===== config.mk =====
export PLATFORM = sky130hd
export DESIGN_NAME = mul_unit
export DESIGN_NICKNAME = d
export VERILOG_FILES = /design/src/rtl/mul_pkg.sv /design/src/rtl/mul_unit.sv
export SDC_FILE = /design/constraint.sdc
export NUM_CORES = 1
export LEC_CHECK = 0
export BUFFER_PORTS_ARGS = -buffer_cell sky130_fd_sc_hd__buf_2
export CAP_MARGIN = 30
export CORE_MARGIN = 8
export CORE_UTILIZATION = 35
export DETAILED_ROUTE_END_ITERATION = 10
export RECOVER_POWER = 100
export SLEW_MARGIN = 30
export SYNTH_ARGS = -nofsm -noshare
export SYNTH_HDL_FRONTEND = slang
export SYNTH_SLANG_ARGS = --single-unit

===== constraint.sdc =====
create_clock -name clk -period 3.1 [get_ports clk]
set_clock_uncertainty 0.05 [all_clocks]
set_input_delay 0.62 -clock clk [delete_from_list [all_inputs] [get_ports clk]]
set_output_delay 0.62 -clock clk [all_outputs]
set_load 0.05 [all_outputs]

===== src/rtl/mul_pkg.sv =====
// Shared definitions for the sequential multiplier and its writeback consumers.
package mul_pkg;

  typedef enum logic [1:0] {
    ST_IDLE = 2'd0,
    ST_CALC = 2'd1,
    ST_DONE = 2'd2
  } mul_state_e;

  localparam logic [1:0] MD_PAIR   = 2'b11;
  localparam logic [1:0] MD_SINGLE = 2'b00;
  localparam int         MUL_STEPS = 32;

  // Negating 0x80000000 yields 0x80000000, which read unsigned is 2^31.
  function automatic logic [31:0] mag(input logic [31:0] v, input logic is_signed);
    mag = (is_signed && v[31]) ? (~v + 32'd1) : v;
  endfunction

endpackage


===== src/rtl/mul_unit.sv =====
// 32x32 shift-add multiplier: one partial product per cycle, 64-bit product
// presented for one cycle together with the register-file writeback controls.
module mul_unit
  import mul_pkg::*;
#(
  parameter int WIDTH = 32
) (
  input  logic               clk,
  input  logic               rst,
  input  logic               start,
  input  logic               sign,
  input  logic [WIDTH-1:0]   a,
  input  logic [WIDTH-1:0]   b,
  input  logic [4:0]         dest,
  output logic               busy,
  output logic               done,
  output logic [2*WIDTH-1:0] result,
  output logic [4:0]         da_out,
  output logic               rw_out,
  output logic [1:0]         md_out
);

  mul_state_e         state_q;
  logic [2*WIDTH-1:0] acc_q, mcand_q, result_q;
  logic [WIDTH-1:0]   mplier_q;
  logic [4:0]         cnt_q, dest_q, da_q;
  logic               neg_q, busy_q, done_q, rw_q;
  logic [1:0]         md_q;
  logic [2*WIDTH-1:0] acc_d;

  assign acc_d = mplier_q[0] ? (acc_q + mcand_q) : acc_q;

  always_ff @(posedge clk or negedge rst) begin
    if (!rst) begin
      state_q  <= ST_IDLE;
      acc_q    <= '0;
      mcand_q  <= '0;
      mplier_q <= '0;
      cnt_q    <= '0;
      dest_q   <= '0;
      neg_q    <= 1'b0;
      busy_q   <= 1'b0;
      done_q   <= 1'b0;
      result_q <= '0;
      da_q     <= '0;
      rw_q     <= 1'b0;
      md_q     <= MD_SINGLE;
    end else begin
      // Writeback outputs are only live for the single cycle after DONE.
      done_q   <= 1'b0;
      result_q <= '0;
      da_q     <= '0;
      rw_q     <= 1'b0;
      md_q     <= MD_SINGLE;
      unique case (state_q)
        ST_IDLE: begin
          busy_q <= start;
          if (start) begin
            state_q  <= ST_CALC;
            mcand_q  <= {{WIDTH{1'b0}}, mag(a, sign)};
            mplier_q <= mag(b, sign);
            neg_q    <= sign & (a[WIDTH-1] ^ b[WIDTH-1]);
            dest_q   <= dest;
            acc_q    <= '0;
            cnt_q    <= '0;
          end
        end
        ST_CALC: begin
          acc_q    <= acc_d;
          mcand_q  <= mcand_q << 1;
          mplier_q <= mplier_q >> 1;
          cnt_q    <= cnt_q + 5'd1;
          if (cnt_q == 5'(MUL_STEPS - 1)) state_q <= ST_DONE;
        end
        ST_DONE: begin
          done_q   <= 1'b1;
          result_q <= neg_q ? (~acc_q + 64'd1) : acc_q;
          da_q     <= dest_q;
          // DA+1 wraps to R0 for dest 31, so that case writes the low word only.
          rw_q     <= (dest_q != 5'd0);
          md_q     <= (dest_q == 5'd0 || dest_q == 5'd31) ? MD_SINGLE : MD_PAIR;
          state_q  <= ST_IDLE;
        end
        default: state_q <= ST_IDLE;
      endcase
    end
  end

  assign busy   = busy_q;
  assign done   = done_q;
  assign result = result_q;
  assign da_out = da_q;
  assign rw_out = rw_q;
  assign md_out = md_q;

endmodule


==> run summary, run 1 <==
For this block, the routed nets add up to 47.3 mm of wire. The maximum clock path buffer count came out at 3. The flow ran to the end, but the final reports show violations. During synthesis, Yosys emitted a total of 0 warnings. The adder-cell share of the synthesized area is 5.73%. The area of the core is 43000 um^2. The top cell type by area accounts for 40.5% of the synthesized area. Power comes to 21500 uW. STA classifies the critical path startpoint as a flop. The timing-limited maximum frequency came out at 315 MHz. The cell count after placement is 2655.

The number of antenna violations at the first check in global routing came out at 3. The overall routing resource usage is 18.1%. The portion of synthesized area spent on multiplexers is 0.206%. The area growth from synthesis to layout came out at 32.0%. In this run the clock root is driven by a sky130_fd_sc_hd__clkbuf_16.

Sorting the synthesized cells by how often they occur yields 259 x sky130_fd_sc_hd__nand2_1, 246 x sky130_fd_sc_hd__dfrtp_1, 238 x sky130_fd_sc_hd__o21ai_0, 133 x sky130_fd_sc_hd__nor2_1, 110 x sky130_fd_sc_hd__a21oi_1. Synthesis inferred 246 register bits. The synthesized instance count is 1761.

The via count of the first global-routing pass came out at 14000. The share of the yosys chip area belonging to registers came out at 40.5%. The number of CTS-inserted buffers came out at 27. The total nets after synthesis came out at 1903.

The count of antenna-violating nets left after detailed routing is 0. On the final layout, the worst hold slack is 0.213 ns. The clock period minus worst slack came out at 3.17 ns. The boundary pin count is 147. The violation count after the first detailed-route iteration is 888. The setup slack of the most critical reg-to-reg path came out at -0.07 ns. For this run, the number of standard cells in the final layout without fillers is 2723. CTS saw 246 sinks.

The analysis attributes to cell leakage a power of 0.00913 uW. The critical path is of the flop to flop type. After clock tree synthesis, the clock-pin slew on the worst setup and hold paths is 0.06 ns. The required time of the critical path came out at 3.48 ns.

The insertion delay to the later sink of the worst-skew pair is 0.56 ns. The CTS tree is built. The detailed-route vias per instance came out at 5.24. The origin of the critical flop-to-flop path is acc_q[12]. The total overflow reported by the global router is 0. Entering global routing, the biggest net connects 67 pins. In this run the tightest slew margin relative to its limit is -10.8%.

The final reports fail on capacitance limit, slew limit, setup timing. The HPWL after detailed placement is 35.9 mm. The number of endpoints failing setup at the final stage is 9. The most critical setup path has its startpoint at acc_q[12]. In this run the horizontal extent of the chip is 224 um. For the worst setup path, the data arrival time is 3.56 ns. The worst register-to-register path ends at result[55]. The wire length of the first global-routing pass is 75.4 mm. The count of cells along the worst register-to-register path came out at 11. The share of the clock period used by the worst path is 102%. The synthesized netlist devotes 22.3% of its cell area to compound gates.

The worst IR drop on VDD is 0.000423 V. The number of I/O port buffers came out at 146. The number of instances on the worst hold path came out at 3. The row count is 76. The fraction of layout instances using a drive strength above 1 came out at 27.3%. STA classifies the critical path endpoint as a flop. At the end of routability-driven placement, the weighted congestion stood at 0.943.

The via count came out at 14300. Yosys instantiated no cell more often than sky130_fd_sc_hd__nand2_1. In this run, distinct cell masters in the synthesized netlist total 68. By area, the combinational part of the netlist is dominated by compound AO/OA/AOI/OAI gates. Setup repair after global routing could not meet its margin everywhere. After detailed routing, the number of remaining DRC violations is 0. The number of pins with negative max-slew slack in the final report came out at 63. The post-synth design cell area came out at 15200 um^2. The number of endpoints with negative hold slack in the final report came out at 0. Sorting the synthesized cells by area gives the leading types as sky130_fd_sc_hd__dfrtp_1 41%, sky130_fd_sc_hd__o21ai_0 7.8%, sky130_fd_sc_hd__nand2_1 6.4%, sky130_fd_sc_hd__xor2_1 6.2%, sky130_fd_sc_hd__ha_1 5.6%.

For this run, asynchronously set or reset flops after synthesis account for 100%. The number of max-cap violations came out at 1. The critical path ends at result[55]. The floorplan step defined a die boundary enclosing 50300 um^2.

The average wire per standard cell is 17.4 um. Of the total synthesized cell area, the portion taken by AND, OR, NAND and NOR gates is 17.8%. The initial cell density of the core came out at 35.3%. The post-synthesis xor/xnor area fraction came out at 10.1%. The smallest setup slack after layout is -0.0726 ns. The net count of the finished layout came out at 2259. The most used flip-flop cell after synthesis is sky130_fd_sc_hd__dfrtp_1.

The pre-antenna-repair detailed-routing pass consisted of 5 iterations. The pin slew with the least headroom to its limit is 1.66 ns. The total power density per cell area came out at 1070 nW/um^2. In this run the worst hold path is classified as primary input to flop.

The die extent in y came out at 224 um. Of all cell types, the one taking the most synthesized area is sky130_fd_sc_hd__dfrtp_1. The average footprint of a synthesized cell is 8.63 um^2. The number of synthesized flops with an enable pin came out at 0. Along the worst path, the maximum fanout reaches 5. The number of H-tree levels is 1.
-- cells in the final DEF (no fill, tap or decap), types with 16 or more instances in the layout --
master                      instances
sky130_fd_sc_hd__buf_2            145
sky130_fd_sc_hd__buf_4            265
sky130_fd_sc_hd__a21oi_1           91
sky130_fd_sc_hd__inv_1             30
sky130_fd_sc_hd__nor2_1           129
sky130_fd_sc_hd__nand4_1           24
sky130_fd_sc_hd__or3_1             16
sky130_fd_sc_hd__a21oi_2           17
sky130_fd_sc_hd__dfrtp_1          242
sky130_fd_sc_hd__o31ai_1           23
sky130_fd_sc_hd__nor4_1            19
sky130_fd_sc_hd__clkbuf_16         27
sky130_fd_sc_hd__a21o_1            26
sky130_fd_sc_hd__xnor2_1           69
sky130_fd_sc_hd__o21ai_0          215
sky130_fd_sc_hd__ha_4              16
sky130_fd_sc_hd__nand2_1          256
sky130_fd_sc_hd__a22oi_1           58
sky130_fd_sc_hd__nand3_1           22
sky130_fd_sc_hd__xor2_1           107
sky130_fd_sc_hd__nor3_1            24
sky130_fd_sc_hd__ha_1              46
sky130_fd_sc_hd__o21ai_1           20
-- logic make-up (layout without fill, tap and decap cells) --
logic type      after synthesis  after routing
compound gates              554            554
xor+xnor                    176            176
other cells                   0              1
simple gates                587            587
flops                       246            246
buf+inv                     126            502
fa+ha+maj                    69             69
mux                           3              3
-- report_power, final --
part           switching (uW)  total (uW)  leakage [uW]  internal (uW)
registers                1150        5410       0.00321           4260
clock network            1360        3410      0.000461           2050
logic                    6820       12600       0.00546           5810
total                    9330       21500       0.00913          12100
-- per-stage QoR --
stage / area (um^2) / setup TNS, ns / utilization (%) / worst slack [ns]
2_1_floorplan: 15200 / -0.819 / - / -0.248
6_report: 20000 / -0.333 / 46.6 / -0.0726
5_1_grt: 20000 / -1.72 / 46.6 / -0.174
4_1_cts: 19500 / -0.214 / 45.3 / -0.0783
3_3_place_gp: 18300 / -4.88 / 42.6 / -0.437
3_5_place_dp: 18300 / -6.11 / 42.6 / -0.444
-- how the worst min path moves through the flow --
stage / start / to / slack, ns
final: dest[3] / dest_q[3] / 0.21
after global routing: dest[1] / dest_q[1] / 0.18
after CTS: dest[2] / dest_q[2] / 0.18
after detailed placement: cnt_q[3] / cnt_q[3] / 0.43
after global placement: cnt_q[3] / cnt_q[3] / 0.42
after floorplan: rst / acc_q[0] / 0.27
-- registers in the layout, summed over array words and instances, names as in the netlist --
name	count
cnt_q	5
md_out	1
mcand_q	64
da_out	5
busy	1
result	64
rw_out	1
neg_q	1
done	1
state_q	2
mplier_q	32
dest_q	5
acc_q	64
-- layer usage --
metal,vias to the layer above,routed length [um],global-route usage [%]
li1,7002,-,-
met1,6877,22500,25.7
met2,339,21200,28.5
met3,56,2730,3.18
met4,2,817,3.97
met5,-,10,0
-- repair_timing --
| action | in CTS | in global routing |
|---|---|---|
| hold endpoints to repair | 59 | 0 |
| setup buffers | 2 | 15 |
| gates resized for setup | 33 | 103 |
| endpoints found under the setup margin | 28 | 45 |
| pin swaps | 13 | 53 |
| hold buffers | 1 | 0 |
-- worst max-delay path, stage by stage (launching register included) --
cell	delay (ns)
sky130_fd_sc_hd__dfrtp_1	0.38
sky130_fd_sc_hd__or4_4	0.54
sky130_fd_sc_hd__nor3_2	0.17
sky130_fd_sc_hd__buf_4	0.15
sky130_fd_sc_hd__nand4_1	0.16
sky130_fd_sc_hd__or3_4	0.38
sky130_fd_sc_hd__or4_4	0.47
sky130_fd_sc_hd__nor2_4	0.19
sky130_fd_sc_hd__nand2_4	0.13
sky130_fd_sc_hd__o31ai_4	0.21
sky130_fd_sc_hd__xor2_1	0.17
sky130_fd_sc_hd__nor2_1	0.05
-- layout make-up --
class | count | area, um^2
sequential | 246 | 6160
timing repair buffer | 422 | 2880
antenna | 1 | 2.50
clock inverter | 14 | 186
fill | 4208 | 22900
inverter | 31 | 116
multi-input combinational | 1389 | 9220
clock buffer | 35 | 756
tap | 585 | 732
No activity file was read; power rests on OpenSTA's default activity.
==> inputs of run 2 (changes only) <==
--- a/config.mk
+++ b/config.mk
@@ -9,6 +9,7 @@
 export CAP_MARGIN = 30
 export CORE_MARGIN = 8
 export CORE_UTILIZATION = 35
+export CTS_BUF_LIST = sky130_fd_sc_hd__clkbuf_8
 export DETAILED_ROUTE_END_ITERATION = 10
 export RECOVER_POWER = 100
 export SLEW_MARGIN = 30
==> run 2 against run 1 <==
Compared with the run above:
- the flow still finishes with violations (capacitance limit, slew limit, setup timing)
- sequential cell count is the same
- via count increased by 0.52%
- routed wire length grew 0.21%
- utilization fell by 0.57 points
- register-to-register slack better by 0.03 ns
- first-iteration DRC count shrank 3.9%
- critical endpoint unchanged
==> run summary, run 2 (synthesized netlist as in run 1, its figures left out) <==
In this run the tightest slew margin relative to its limit is -6.75%. The worst IR drop on VDD is 0.000397 V. The filler-free cell count of the finished design is 2750. The worst setup path is captured at a flop.

The floorplan has 76 rows. Data on the critical path arrives at its endpoint at 3.55 ns. The average wire per standard cell is 17.2 um. The overall routing resource usage came out at 18.2%. The critical path goes through or4_4 > nor3_2 > buf_4 > nand4_1 > or3_4 > or4_4 > nor2_4 > nand2_4 > o31ai_4 > xor2_1 > nor2_1. For this run, the post-layout net count is 2272. The share of total power in combinational logic is 59.1%. The switching share of power is 44.1%. The design internal power came out at 11800 uW. The element type at the critical path start is a flop.

The final reports fail on capacitance limit, slew limit, setup timing. The count of antenna-violating nets left after detailed routing came out at 0. The clock share of power is 15.3%. The via count is 14400. The largest fanout of any net on the critical path came out at 5. Broken down by cell family, the worst path's largest delay share belongs to simple AND/OR/NAND/NOR gates. The number of CTS-inserted buffers came out at 45.

The cell count after placement is 2655. The type of the most critical hold path is primary input to flop. The die extent in y is 224 um. The largest individual stage delay along the critical path comes from the cell sky130_fd_sc_hd__or4_4. The violation count after the first detailed-route iteration is 853. The clock period minus worst slack is 3.14 ns. The congestion estimate from routability-driven global placement came to 0.943.

The number of antenna violations at the first check in global routing came out at 3. TritonCTS built the clock tree. Detailed placement finished with a half-perimeter wire length of 35.9 mm.

The detailed-route vias per instance is 5.22. The wire length of the first global-routing pass is 75.4 mm. Setup repair after global routing could not meet its margin everywhere. The hold path startpoint is dest[1]. The power spent charging and discharging nets is 9330 uW. The clock net sink count is 246. The smallest setup slack after layout came out at -0.0420 ns. The share of power burned in registers is 25.5%. The clock slew seen by the registers of the worst setup and hold paths came out at 0.06 ns. The number of H-tree levels came out at 2. The number of endpoints failing setup at the final stage came out at 6.

The highest cell delay on the worst timing path is 0.54 ns. The timing-limited maximum frequency is 318 MHz. The via count of the first global-routing pass came to 14200. The number of detailed-routing iterations run before antenna repair is 5.

The run finished, with violations left. The leakage power is 0.00881 uW. The area growth from synthesis to layout is 30.3%.

The power consumption came out at 21100 uW. The worst hold slack came out at 0.183 ns. The fraction of layout instances using a drive strength above 1 is 24.0%.

The filler cells instantiated in the layout total 4261. The clock passes through at most 3 buffers. The pin slew with the least headroom to its limit is 1.60 ns. The overall die area came out at 50300 um^2.

The number of endpoints with negative hold slack in the final report came out at 0. In this run the cell area measured after placement is 18300 um^2. For the worst-skew pair, the clock arrives at the later sink with an insertion delay of 0.58 ns.

The finished cells cover 19800 um^2. The worst setup path is of the flop to flop kind. The library cell used as clock root buffer is sky130_fd_sc_hd__clkbuf_8. The number of pins with negative max-slew slack in the final report is 64. The number of max-cap violations is 1.

The boundary pin count came out at 147. STA puts the critical path data required time at 3.50 ns. Port buffering added 146 buffers. The maximum number of pins on one net before global-route repair is 67. In this run the power density over the cells is 1070 nW/um^2. The detailed-route wire length is 47.4 mm. The area of the core is 43000 um^2. Counting both buffers and inverters, the worst setup path holds a total of 1.

The share of the clock period used by the worst path came out at 101%. In this run the horizontal extent of the chip is 224 um. For this configuration, the core starts out at a cell density of 35.3%. For this run the aggregate overflow at the end of global routing stands at 0. The post-detailed-route DRC marker count came out at 0. The origin of the critical flop-to-flop path is acc_q[12]. The most common cell type on the critical path is sky130_fd_sc_hd__or4_4.

The most critical setup path has its startpoint at acc_q[12]. The setup slack of the most critical reg-to-reg path is -0.04 ns. In the layout the commonest cells are 256 x sky130_fd_sc_hd__nand2_1, 256 x sky130_fd_sc_hd__buf_4, 242 x sky130_fd_sc_hd__dfrtp_1, 216 x sky130_fd_sc_hd__o21ai_0, 129 x sky130_fd_sc_hd__nor2_1.
run 2: changes by cell type in the layout (fill, tap and decap cells not counted), sizes merged:
cell and change:
buf -87, bufinv -2, clkbuf +104, clkinv -2, clkinvlp +2, inv +12
run 2: final cells by class:
class	count	area, um^2	area share (%)
Multi-Input combinational cell	1389	9150	46.2
Antenna cell	1	2.50	0.0126
Inverter	31	116	0.588
Timing Repair Buffer	417	2690	13.6
Clock inverter	24	175	0.885
Sequential cell	246	6160	31.1
Clock buffer	57	785	3.96
Tap cell	585	732	3.70
run 2: path summary, 6_finish.rpt:
kind                               endpoint  depth (start not counted)
worst min register to register     cnt_q[3]                          1
worst max register to register   result[55]                         11
worst max-delay path             result[55]                         11
worst min-delay path              dest_q[1]                          3
max in group asynchronous        result[39]                          3
min in group asynchronous       mcand_q[13]                          2
run 2: power by group through the flow:
stage          Sequential (uW)  Combinational [uW]  Clock, uW
6_report                  5400               12500       3240
5_1_grt                   5520               13800       3480
4_1_cts                   5320               11800       3350
3_5_place_dp              5330               11600          0
3_3_place_gp              5290               11500          0
2_1_floorplan             5110                7050          0
run 2: worst min-delay path, cell delays in order:
cell	delay (ns)
sky130_fd_sc_hd__buf_2	0.08
sky130_fd_sc_hd__nand2_1	0.04
sky130_fd_sc_hd__nand2_1	0.05
run 2: metrics by stage:
step           setup slack [ns]  utilization (%)  setup TNS (ns)
6_report                -0.0420             46.1          -0.150
5_1_grt                  -0.152             46.1           -8.14
4_1_cts                 -0.0595             45.3          -0.189
3_5_place_dp             -0.444             42.6           -6.11
3_3_place_gp             -0.437             42.6           -4.88
2_1_floorplan            -0.248                -          -0.819
run 2: repair_timing:
item / 4_1_cts / 5_1_grt
pin swaps: 12 / 40
setup buffers: 1 / 11
endpoints found under the setup margin: 30 / 46
hold endpoints to repair: 59 / 0
gates resized for setup: 31 / 95
hold buffers: 1 / 0
gates cloned: 0 / 0
run 2: routing by layer:
metal / global-route usage, % / part of all wire [%] / vias up / routed length, um
met4: 4.56 / 1.9 / 2 / 880
met2: 28.4 / 44 / 359 / 21100
li1: - / - / 7037 / -
met1: 25.6 / 47 / 6883 / 22500
met5: 0 / 0.021 / - / 10
met3: 3.61 / 6.2 / 69 / 2930
==> inputs of run 3 (changes only) <==
--- a/config.mk
+++ b/config.mk
@@ -11,7 +11,6 @@
 export CORE_UTILIZATION = 35
 export CTS_BUF_LIST = sky130_fd_sc_hd__clkbuf_8
 export DETAILED_ROUTE_END_ITERATION = 10
-export RECOVER_POWER = 100
 export SLEW_MARGIN = 30
 export SYNTH_ARGS = -nofsm -noshare
 export SYNTH_HDL_FRONTEND = slang
==> constraint.sdc (replaced) <==
create_clock -name clk -period 3.1 [get_ports clk]
set_clock_uncertainty 0.05 [all_clocks]
set_input_delay 0.465 -clock clk [delete_from_list [all_inputs] [get_ports clk]]
set_output_delay 0.465 -clock clk [all_outputs]
set_load 0.05 [all_outputs]
==> run 3 against run 2 <==
Compared with the run above:
- the flow finishes with violations (setup timing)
- final area down 0.35%
- worst hold slack worse by 0.076 ns
- global-route usage down 0.26 points
- routed wire length down 1.9%
- highest routed layer unchanged
==> run summary, run 3 (synthesized netlist as in run 1, its figures left out) <==
The clock net sink count is 246. The via count came out at 14200. The number of I/O port buffers is 146. The number of filler instances in the final layout is 4234. The data arrival time at the worst-slack endpoint is 3.56 ns. The row count came out at 76. The number of pins with negative max-slew slack in the final report came out at 0. The most common library cell in the layout ignoring fill and taps is sky130_fd_sc_hd__nand2_1. Across every metal layer, demand over resource in global routing totals 17.9%.

TritonCTS built the clock tree. The pin slew with the least headroom to its limit is 0.800 ns. The via count of the first global-routing pass is 13900.

The worst hold slack is 0.107 ns. The net count of the finished layout is 2245. The number of endpoints with negative hold slack in the final report is 0. The violation count after the first detailed-route iteration came out at 861. The number of endpoints failing setup at the final stage is 8. The worst setup path is of the flop to flop kind. Traced cell by cell, the critical path runs through or4_4 > nor3_4 > buf_6 > nand4_1 > or3_4 > or4_4 > nor2_4 > nand2_4 > o31ai_2 > xor2_1 > nor2_1. The setup slack of the most critical reg-to-reg path came out at -0.07 ns. The clock slew seen by the registers of the worst setup and hold paths is 0.05 ns.

The count of antenna-violating nets left after detailed routing came out at 0. The number of max-cap violations came out at 0. The power consumption is 20900 uW. Across the VDD grid, the largest voltage drop is 0.000533 V.

The wire length of the first global-routing pass is 74.1 mm. The share of the clock period used by the worst path came out at 102%. The total power density per cell area is 1060 nW/um^2. The fraction of layout instances using a drive strength above 1 is 26.2%.

The clock period minus worst slack is 3.17 ns. The detailed-route vias per instance is 5.21. The boundary pin count came out at 147.

The smallest setup slack after layout came out at -0.0675 ns. After global routing the overflow that remains totals 0. The number of H-tree levels is 2. The number of antenna violations at the first check in global routing is 5.

In this design, the stage delay of the slowest critical-path cell is 0.56 ns. The insertion delay to the later sink of the worst-skew pair came out at 0.59 ns. The die extent in y came out at 224 um. The HPWL after detailed placement is 34.9 mm. Setup repair after global routing could not meet its margin everywhere. STA puts the critical path data required time at 3.49 ns.

Along the worst path, the maximum fanout reaches 5. The timing-limited maximum frequency is 316 MHz. Summed over all cells, the static leakage comes to 0.00907 uW. The overall die area came out at 50300 um^2.

The largest individual stage delay along the critical path comes from the cell sky130_fd_sc_hd__or4_4. The die is 224 um wide. The relative slew slack came out at 46.7%. The initial cell density of the core came out at 35.3%. The routability congestion estimate from global placement is 0.920. Relative to the synthesized area, the layout overhead comes to 29.9%. The worst setup timing slack at the placement stage came out at -0.287 ns. In the final routed layout, each cell accounts on average for 17.1 um. In this run the clock root is driven by a sky130_fd_sc_hd__clkbuf_8. The number of detailed-routing iterations run before antenna repair came out at 5.

The run finished, with violations left. The most numerous cell type found on the critical path is sky130_fd_sc_hd__or4_4. The number of CTS-inserted buffers is 45. The post-detailed-route DRC marker count came out at 0. In the layout the commonest cells are 255 x sky130_fd_sc_hd__nand2_1, 244 x sky130_fd_sc_hd__dfrtp_1, 232 x sky130_fd_sc_hd__buf_4, 215 x sky130_fd_sc_hd__o21ai_0, 145 x sky130_fd_sc_hd__buf_2. The worst setup path is captured at a flop.

The maximum clock path buffer count is 3. The checks that failed: setup timing. The detailed-route wire length came out at 46.5 mm.

STA classifies the critical path startpoint as a flop. In this run the standard cell core region covers 43000 um^2. The path class of the tightest hold or removal check is primary input to flop. The maximum number of pins on one net before global-route repair is 82.
## run 3: report_power, final
group | switching [uW] | leakage [uW] | internal [uW] | total, uW
Sequential | 1130 | 0.00321 | 4260 | 5390
Clock | 1390 | 0.000533 | 1880 | 3270
Combinational | 6710 | 0.00532 | 5550 | 12300
## run 3: worst paths after layout
path	start	end	depth (start not counted)
min	b[31]	mplier_q[31]	3
max in group asynchronous	rst	result[32]	3
max	acc_q[12]	result[63]	11
min reg2reg	mplier_q[31]	mplier_q[31]	2
min in group asynchronous	rst	mcand_q[13]	2
max reg2reg	acc_q[12]	result[63]	11
## run 3: metal layers
layer	vias up	GRT usage, %	routed length, um
li1	6961	-	-
met1	6797	25.3	22800
met2	326	28.0	20500
met3	68	3.19	2230
met4	8	4.75	945
met5	-	0	47
## run 3: repair_timing
item / in CTS / in global routing
endpoints found under the hold margin: 83 / 0
buffers inserted: 4 / 10
pin swaps: 8 / 31
hold buffers: 6 / 0
setup endpoints to repair: 40 / 48
resized for setup: 27 / 93
## run 3: final cells by class
| cell class | instances | area (um^2) | share of cell area (%) |
|---|---|---|---|
| Sequential cell | 246 | 6160 | 31.2 |
| Tap cell | 585 | 732 | 3.71 |
| Multi-Input combinational cell | 1389 | 9120 | 46.2 |
| Clock inverter | 21 | 181 | 0.919 |
| Clock buffer | 56 | 771 | 3.91 |
| Inverter | 31 | 116 | 0.590 |
| Antenna cell | 1 | 2.50 | 0.0127 |
| Timing Repair Buffer | 390 | 2650 | 13.4 |
## run 3: critical path, delay by kind of cell, from the launching register on
kind,cells,cell delay [ns]
compound gates,1,0.26
simple gates,8,2.03
xor+xnor,1,0.17
flops,1,0.37
buf+inv,1,0.14
## run 3: stage by stage
stage | instances | TNS, ns | instance area, um^2 | util (%)
2_1_floorplan | 1761 | -0.207 | 15200 | -
3_3_place_gp | 2621 | -4.87 | 18000 | 42.0
3_5_place_dp | 2621 | -5.37 | 18000 | 42.0
4_1_cts | 2708 | -0.472 | 19200 | 44.7
5_1_grt | 2718 | -2.08 | 19700 | 45.9
6_report | 2719 | -0.331 | 19700 | 45.9
